$ cat src/rtl/fifo_wr_arbiter.sv
// Write-side scheduler for the async FIFO: buffers one RF byte and one ALU word,
// arbitrates between them round-robin and serialises the ALU word LSB first.
module fifo_wr_arbiter #(
    parameter int DATA_WIDTH = 8,
    parameter int ALU_WIDTH  = 2 * DATA_WIDTH
) (
    input  logic                  CLK,
    input  logic                  RST,
    input  logic [DATA_WIDTH-1:0] RF_RD_DATA,
    input  logic                  RF_RD_VLD,
    output logic                  RF_RDY,
    input  logic [ALU_WIDTH-1:0]  ALU_OUT,
    input  logic                  ALU_VLD,
    output logic                  ALU_RDY,
    input  logic                  FULL,
    output logic                  W_INC,
    output logic [DATA_WIDTH-1:0] WR_DATA,
    output logic                  BUSY,
    output logic                  DROP_ERR
);

    localparam logic [1:0] ST_IDLE      = 2'd0;
    localparam logic [1:0] ST_WR_RF     = 2'd1;
    localparam logic [1:0] ST_WR_ALU_LO = 2'd2;
    localparam logic [1:0] ST_WR_ALU_HI = 2'd3;

    localparam logic GNT_RF  = 1'b0;
    localparam logic GNT_ALU = 1'b1;

    logic [1:0]            state_q,      state_d;
    logic                  rf_pend_q,    rf_pend_d;
    logic                  alu_pend_q,   alu_pend_d;
    logic [DATA_WIDTH-1:0] rf_buf_q,     rf_buf_d;
    logic [ALU_WIDTH-1:0]  alu_buf_q,    alu_buf_d;
    logic                  last_grant_q, last_grant_d;
    logic                  drop_err_q,   drop_err_d;

    logic                  in_write;

    // NOTE: every signal assigned in always_comb gets a default first, so no path
    // through the case statement leaves it unassigned and infers a latch.
    always_comb begin
        state_d      = state_q;
        rf_pend_d    = rf_pend_q;
        alu_pend_d   = alu_pend_q;
        rf_buf_d     = rf_buf_q;
        alu_buf_d    = alu_buf_q;
        last_grant_d = last_grant_q;

        // Capture only into a free buffer; a buffer being released this cycle still
        // reads as pending, so capture and release never coincide.
        if (RF_RD_VLD && !rf_pend_q) begin
            rf_buf_d  = RF_RD_DATA;
            rf_pend_d = 1'b1;
        end
        if (ALU_VLD && !alu_pend_q) begin
            alu_buf_d  = ALU_OUT;
            alu_pend_d = 1'b1;
        end
        drop_err_d = (RF_RD_VLD && rf_pend_q) || (ALU_VLD && alu_pend_q);

        case (state_q)
            ST_IDLE: begin
                // Only a contended grant moves the round-robin pointer.
                if (rf_pend_q && alu_pend_q) begin
                    if (last_grant_q == GNT_ALU) begin
                        state_d      = ST_WR_RF;
                        last_grant_d = GNT_RF;
                    end else begin
                        state_d      = ST_WR_ALU_LO;
                        last_grant_d = GNT_ALU;
                    end
                end else if (rf_pend_q) begin
                    state_d = ST_WR_RF;
                end else if (alu_pend_q) begin
                    state_d = ST_WR_ALU_LO;
                end
            end
            ST_WR_RF: begin
                if (!FULL) begin
                    rf_pend_d = 1'b0;
                    state_d   = ST_IDLE;
                end
            end
            ST_WR_ALU_LO: begin
                if (!FULL) begin
                    state_d = ST_WR_ALU_HI;
                end
            end
            ST_WR_ALU_HI: begin
                if (!FULL) begin
                    alu_pend_d = 1'b0;
                    state_d    = ST_IDLE;
                end
            end
            default: begin
                state_d = ST_IDLE;
            end
        endcase
    end

    // A write presented while reset is asserted would carry discarded data.
    assign in_write = (state_q != ST_IDLE);
    assign W_INC    = RST && in_write && !FULL;

    always_comb begin
        WR_DATA = '0;
        case (state_q)
            ST_WR_RF:     WR_DATA = rf_buf_q;
            ST_WR_ALU_LO: WR_DATA = alu_buf_q[DATA_WIDTH-1:0];
            ST_WR_ALU_HI: WR_DATA = alu_buf_q[ALU_WIDTH-1:DATA_WIDTH];
            default:      WR_DATA = '0;
        endcase
    end

    assign RF_RDY   = !rf_pend_q;
    assign ALU_RDY  = !alu_pend_q;
    assign BUSY     = in_write || rf_pend_q || alu_pend_q;
    assign DROP_ERR = drop_err_q;

    // NOTE: state registers use non-blocking assignments so every flop samples the
    // pre-edge value of every other flop, independent of statement order.
    always_ff @(posedge CLK) begin
        if (!RST) begin
            state_q      <= ST_IDLE;
            rf_pend_q    <= 1'b0;
            alu_pend_q   <= 1'b0;
            rf_buf_q     <= '0;
            alu_buf_q    <= '0;
            last_grant_q <= GNT_ALU;
            drop_err_q   <= 1'b0;
        end else begin
            state_q      <= state_d;
            rf_pend_q    <= rf_pend_d;
            alu_pend_q   <= alu_pend_d;
            rf_buf_q     <= rf_buf_d;
            alu_buf_q    <= alu_buf_d;
            last_grant_q <= last_grant_d;
            drop_err_q   <= drop_err_d;
        end
    end

endmodule
$ cat config.mk
export PLATFORM = sky130hd
export DESIGN_NAME = fifo_wr_arbiter
export DESIGN_NICKNAME = d
export VERILOG_FILES = /design/src/rtl/fifo_wr_arbiter.sv
export SDC_FILE = /design/constraint.sdc
export NUM_CORES = 1
export LEC_CHECK = 0
export CORE_MARGIN = 8
export CORE_UTILIZATION = 46
export DETAILED_ROUTE_END_ITERATION = 8
export GPL_ROUTABILITY_DRIVEN = 0
export GPL_TIMING_DRIVEN = 0
export PLACE_DENSITY = 0.83
export SYNTH_ARGS = -nofsm -noshare
export SYNTH_HDL_FRONTEND = slang
export SYNTH_SLANG_ARGS = --single-unit
export TNS_END_PERCENT = 50
$ cat constraint.sdc
create_clock -name CLK -period 1.4 [get_ports CLK]
set_clock_uncertainty 0.05 [all_clocks]
set_input_delay 0.14 -clock CLK [delete_from_list [all_inputs] [get_ports CLK]]
set_output_delay 0.14 -clock CLK [all_outputs]
set_load 0.01 [all_outputs]
==> qor.txt, run 1 <==
Total Wirelength = 3.81 mm
die extent in x = 71.7 um
post-DP HPWL = 2.69 mm
failing checks = setup timing
Post-Synthesis Net Count = 185
Slew Viols, Final = 0
Crit path largest cell delay = 0.37 ns
synthesized flop and latch total = 30
RSZ-0062 raised after global routing = true
yosys warns = 0
Post-synth EDFFs = 0
Cell Area, Synth = 1430 um^2
FFs w/ async S/R, synth = 0
Remaining Overflow, GRT = 0
top cells by area, synth = dfxtp_1 42%, mux2i_1 11%, nand2_1 8.7%
crit path kind = reg -> out
Initial Utilization = 0.475
first-pass GRT wire length = 6.13 mm
final period demand of the worst path = 1.60 ns
Max stage delay cell, worst path = dfxtp_4
Max Fclk = 624 MHz
die area = 5140 um^2
TritonCTS clock tree = done
P per Cell Area = 1020 nW/um^2
startpoint type of the worst setup path = flip-flop
leakage power = 0.804 nW
Iter 0 DRT Violations = 66
Final WS setup = -0.203 ns
Worst Path Max Fanout = 5
row cnt = 20
WP data arrival = 1.41 ns
most common cell in the synthesized netlist = nand2_1
pin count of the biggest net entering global routing = 11
Cell Chain, Critical Path = buf_6, buf_6, mux2i_2, o21ai_1, buf_2
diodes inserted = 0
total track usage = 0.152
worst hold path class = in -> reg
critical path's most frequent cell = buf_6
vias per cell = 5.15
Port-buffer cells = 40
fillcell total = 234
outcome = complete, but fails checks
Max-cap violations = 0
Via Count = 1,267
ANT nets after route = 0
nets = 241
post-synthesis cell count = 156
layout overhead on the synthesized area = 42.7%
num ports = 42
layout cell share with drive strength beyond 1 = 0.277
Max VDD drop = 0.613 mV
Commonest cells post-synth = 33 x nand2_1, 30 x dfxtp_1, 16 x mux2i_1
top cell type's share of synthesized area = 0.421
CP endpoint kind = output port
TNS Setup = -1.06 ns
part of the cycle the worst path needs = 1.14
initial antenna violation count = 0
vias in the first global route = 1,328
distinct cell type count after synthesis = 25
Setup WS pre-CTS = -0.388 ns
synthesized area per cell = 9.14 um^2
Detailed Routing Iterations Pass 1 = 4
Final Hold Vio Count = 0
core footprint = 3000 um^2
Critical Path RT = 1.21 ns
worst skew pair latency = 0.33 ns
main flop type after synthesis = dfxtp_1
clk sinks = 30
CTS buffer count = 5
WL per Instance = 15.5 um
Die H = 71.7 um
final setup fails = 8
Clock Tree Buf Depth = 2
Reg clk slew, reported paths = 0.09 ns
clock root buffer = clkbuf_4
H-tree lvl count = 2
Worst-Margin Slew = 0.415 ns
Slew headroom = 0.723
hold_buf cts = 0
# DRC = 0
Seq/Total Area, Yosys = 0.421
cell type with the largest total area after synthesis = dfxtp_1
[worst paths after layout]
path                start           end  slack [ns]  depth (start not counted)
max            state_q[0]    WR_DATA[4]       -0.20                          5
min                   RST  last_grant_q        0.14                          2
min reg2reg  alu_buf_q[7]  alu_buf_q[7]        0.43                          2
max reg2reg     rf_pend_q   rf_buf_q[2]        0.17                          5
[cells in the final DEF (no fill, tap or decap), types with 7 or more instances in the layout]
| cell type | n |
|---|---|
| nand3_1 | 7 |
| buf_4 | 8 |
| dfxtp_1 | 27 |
| a21boi_2 | 10 |
| nor2b_1 | 11 |
| buf_2 | 10 |
| o21ai_1 | 7 |
| clkdlybuf4s50_1 | 28 |
| mux2i_1 | 14 |
| nand2_1 | 33 |
[area by class of cell]
| type | instances | area, um^2 | area share |
|---|---|---|---|
| multi-input combinational | 110 | 744 | 0.366 |
| sequential | 30 | 609 | 0.300 |
| timing repair buffer | 49 | 450 | 0.222 |
| buffer | 12 | 108 | 0.0529 |
| clock buffer | 7 | 55.1 | 0.0271 |
| tap | 33 | 41.3 | 0.0203 |
| inverter | 4 | 20.0 | 0.00985 |
| clock inverter | 1 | 5.00 | 0.00246 |
[sequential cells by signal, summed over array words and instances, names as in the netlist]
signal,cells
last_grant_q,1
state_q,2
DROP_ERR,1
alu_buf_q,16
alu_pend_q,1
rf_pend_q,1
rf_buf_q,8
[where the power goes]
group,switching [W],internal [W]
clock,0.000296,0.000243
combinational,0.000248,0.000319
sequential,0.0000434,0.000915
total,0.000588,0.00148
[cells by family (layout without fill, tap and decap cells)]
kind of cell           count (synthesis)  count (layout)  share of synthesized area
AND/OR/NAND/NOR                       59              59                      0.197
AO/OA/AOI/OAI                         35              35                      0.192
flip-flops                            30              30                      0.421
multiplexers                          16              16                      0.112
buffers and inverters                 16              73                     0.0772
[through the flow]
stage	total power (W)	util	hold WS, ns	instances	instance area, um^2
4_1_cts	0.00204	0.671	0.128	246	2010
2_1_floorplan	0.00123	-	0.235	156	1430
3_5_place_dp	0.00143	0.622	0.408	229	1870
5_1_grt	0.00215	0.677	0.161	246	2030
6_report	0.00207	0.677	0.142	246	2030
3_3_place_gp	0.00142	0.622	0.403	229	1870
[critical path: cells and delay by family, from the launching register on]
kind,cells,cell delay [ns]
buffers and inverters,3,0.41
AO/OA/AOI/OAI,1,0.17
multiplexers,1,0.13
flip-flops,1,0.37
[metal layers]
layer | vias up | part of all wire | GRT usage
met5 | - | 0 | 0
met4 | 0 | 0.029 | 0.0998
met3 | 11 | 0.042 | 0.0404
met2 | 36 | 0.51 | 0.260
met1 | 578 | 0.42 | 0.161
li1 | 642 | - | -
[repair_timing]
| action | in CTS | in global routing |
|---|---|---|
| pin swaps | 0 | 2 |
| gates resized for setup | 53 | 20 |
| endpoints found under the hold margin | 0 | 0 |
| cloned | 2 | 0 |
| buffers inserted | 7 | 0 |
| setup endpoints to repair | 12 | 11 |
No activity file was read; power rests on OpenSTA's default activity.
==> run 2, diff against run 1 <==
Settings changed: GPL_TIMING_DRIVEN 0 to not set.
==> run 2 against run 1 <==
  * Critical path depth shrank 1
  * The run still ends with setup timing left
  * Combinational power shrank 4.4%
  * Highest routed layer unchanged
  * Fmax grew 7.2%
  * Via count grew 1.8%
  * Utilization shrank 1.7 points
  * Count of clock-buffer cells in the layout shrank 2
==> qor.txt, run 2 (synthesis gave the netlist of run 1 again) <==
outcome = complete, but fails checks (unchanged)
failing checks = setup timing (unchanged)
Total Wirelength = 3.74 mm (was 3.81 mm)
vias in the first global route = 1,333 (was 1,328)
worst hold path depth = 3 (was 2)
FF+latch area = 604 um^2 (was 609 um^2)
Switching Fraction = 0.291 (was 0.285)
R2R Path End = rf_buf_q[6] (was rf_buf_q[2])
initial antenna violation count = 0 (unchanged)
commonest non-fill, non-tap cell in the layout = nand2_1 (unchanged)
Final WS setup = -0.0954 ns (was -0.203 ns)
total track usage = 0.146 (was 0.152)
Worst Path Max Fanout = 7 (was 5)
Final Cell Area = 1980 um^2 (was 2030 um^2)
TritonCTS clock tree = done (unchanged)
row cnt = 20 (unchanged)
P per Cell Area = 996 nW/um^2 (was 1020 nW/um^2)
startpoint type of the worst setup path = flip-flop (unchanged)
Cell Chain, Critical Path = buf_12, mux2i_2, o21ai_2, buf_2 (was buf_6, buf_6, mux2i_2, o21ai_1, buf_2)
Post-Place Cell Area = 1920 um^2 (was 1870 um^2)
cell count of the worst reg-to-reg path = 5 (unchanged)
CP endpoint kind = output port (unchanged)
layout overhead on the synthesized area = 39.0% (was 42.7%)
ANT nets after route = 0 (unchanged)
Final Hold Vio Count = 0 (unchanged)
Setup WS pre-CTS = -0.214 ns (was -0.388 ns)
RSZ-0062 raised after global routing = true (unchanged)
power share of the clock group = 0.242 (was 0.261)
P_sw = 0.000574 W (was 0.000588 W)
Critical Path RT = 1.21 ns (about the same)
first-pass GRT wire length = 6.04 mm (was 6.13 mm)
clock root buffer = clkbuf_4 (unchanged)
part of the cycle the worst path needs = 1.07 (was 1.14)
num ports = 42 (unchanged)
WP data arrival = 1.31 ns (was 1.41 ns)
post-layout util = 0.660 (was 0.677)
Crit path largest cell delay = 0.40 ns (was 0.37 ns)
hold_buf cts = 0 (unchanged)
min-delay src = ALU_OUT[0] (was RST)
H-tree lvl count = 2 (unchanged)
Via Count = 1,290 (was 1,267)
vias per cell = 5.33 (was 5.15)
worst skew pair latency = 0.33 ns (about the same)
final setup fails = 9 (was 8)
area of the multi-input gates = 729 um^2 (was 744 um^2)
Reg power frac = 0.484 (was 0.464)
Reg clk slew, reported paths = 0.10 ns (was 0.09 ns)
flop2flop setup slack = 0.17 ns (about the same)
commonest non-fill, non-tap cells in the layout = 33 x nand2_1, 29 x dfxtp_1, 28 x clkdlybuf4s50_1 (was 33 x nand2_1, 28 x clkdlybuf4s50_1, 27 x dfxtp_1)
Max stage delay cell, worst path = dfxtp_4 (unchanged)
crit path kind = reg -> out (unchanged)
nets = 238 (was 241)
clk sinks = 30 (unchanged)
core footprint = 3000 um^2 (unchanged)
Port-buffer cells = 41 (was 40)
Slew Viols, Final = 0 (unchanged)
final period demand of the worst path = 1.50 ns (was 1.60 ns)
die extent in x = 71.7 um (unchanged)
# DRC = 0 (unchanged)
post-DP HPWL = 2.66 mm (was 2.69 mm)
die area = 5140 um^2 (unchanged)
origin of the critical flop-to-flop path = rf_pend_q (unchanged)
Pint = 0.00140 W (was 0.00148 W)
WL per Instance = 15.4 um (was 15.5 um)
Max-cap violations = 0 (unchanged)
Iter 0 DRT Violations = 105 (was 66)
Detailed Routing Iterations Pass 1 = 4 (unchanged)
layout cell share with drive strength beyond 1 = 0.254 (was 0.277)
number of flip-flops under the largest register name = 16 (unchanged)
crit path buf inv count = 2 (was 3)
Max Fclk = 669 MHz (was 624 MHz)
leakage power = 0.798 nW (was 0.804 nW)
Initial Utilization = 0.475 (unchanged)
hold endpoint = alu_buf_q[0] (was last_grant_q)
diodes inserted = 0 (unchanged)
Largest Register = alu_buf_q (unchanged)
Clock Tree Buf Depth = 2 (unchanged)
Top delay family on crit path = flip-flops (was buffers and inverters)
Top Registers = alu_buf_q (16), rf_buf_q (8), state_q (2) (unchanged)
Die H = 71.7 um (unchanged)
fillcell total = 247 (was 234)
worst hold path class = in -> reg (unchanged)
combinational power share = 0.275 (about the same)
Max VDD drop = 0.599 mV (was 0.613 mV)
CTS buffer count = 5 (unchanged)
Remaining Overflow, GRT = 0 (unchanged)
Slew headroom = 0.840 (was 0.723)
pin count of the biggest net entering global routing = 30 (was 11)
Worst-Margin Slew = 0.240 ns (was 0.415 ns)
## run 2: final cells by class
class / instances / area share
Clock inverter: 2 / 0.00505
Timing Repair Buffer: 58 / 0.274
Tap cell: 33 / 0.0208
Multi-Input combinational cell: 110 / 0.368
Sequential cell: 30 / 0.305
Inverter: 4 / 0.00821
Clock buffer: 5 / 0.0190
## run 2: tightest hold or removal path, cell delays in order
cell             delay [ns]
clkdlybuf4s50_1        0.39
nand2_1                0.05
a21boi_0               0.06
## run 2: repair_timing
| item | 4_1_cts | 5_1_grt |
|---|---|---|
| gates cloned | 1 | 0 |
| endpoints found under the hold margin | 0 | 0 |
| setup endpoints to repair | 12 | 11 |
| buffers inserted | 3 | 0 |
| gates resized for setup | 59 | 7 |
| pin swaps | 0 | 1 |
## run 2: metrics by stage
step	cells	power, W	TNS (ns)	hold WS, ns
global route	242	0.00206	-1.02	0.311
floorplan	156	0.00123	0	0.235
global placement	232	0.00146	-1.30	0.404
CTS	243	0.00199	-0.578	0.312
detailed placement	232	0.00148	-1.63	0.409
finish	242	0.00197	-0.574	0.307
## run 2: how the worst max path moves through the flow
stage	to	slack [ns]	cells after the start	start
final	WR_DATA[6]	-0.1	4	state_q[0]
after global routing	WR_DATA[6]	-0.13	4	state_q[0]
after CTS	WR_DATA[7]	-0.14	5	state_q[0]
after detailed placement	W_INC	-0.21	3	RST
after global placement	W_INC	-0.21	3	RST
after floorplan	WR_DATA[5]	0.20	3	state_q[1]
## run 2: metal layers
metal	share of wire	up-vias	global-route usage
li1	-	635	-
met4	0.020	0	0.0771
met2	0.50	49	0.255
met1	0.41	598	0.151
met5	0	-	0
met3	0.068	8	0.0502
## run 2: power groups by stage
stage,logic (W),clock network [W],registers (W)
global placement,0.000496,0,0.000964
global route,0.000583,0.000516,0.000959
detailed placement,0.000512,0,0.000968
floorplan,0.000275,0,0.000959
CTS,0.000560,0.000473,0.000952
finish,0.000542,0.000476,0.000954
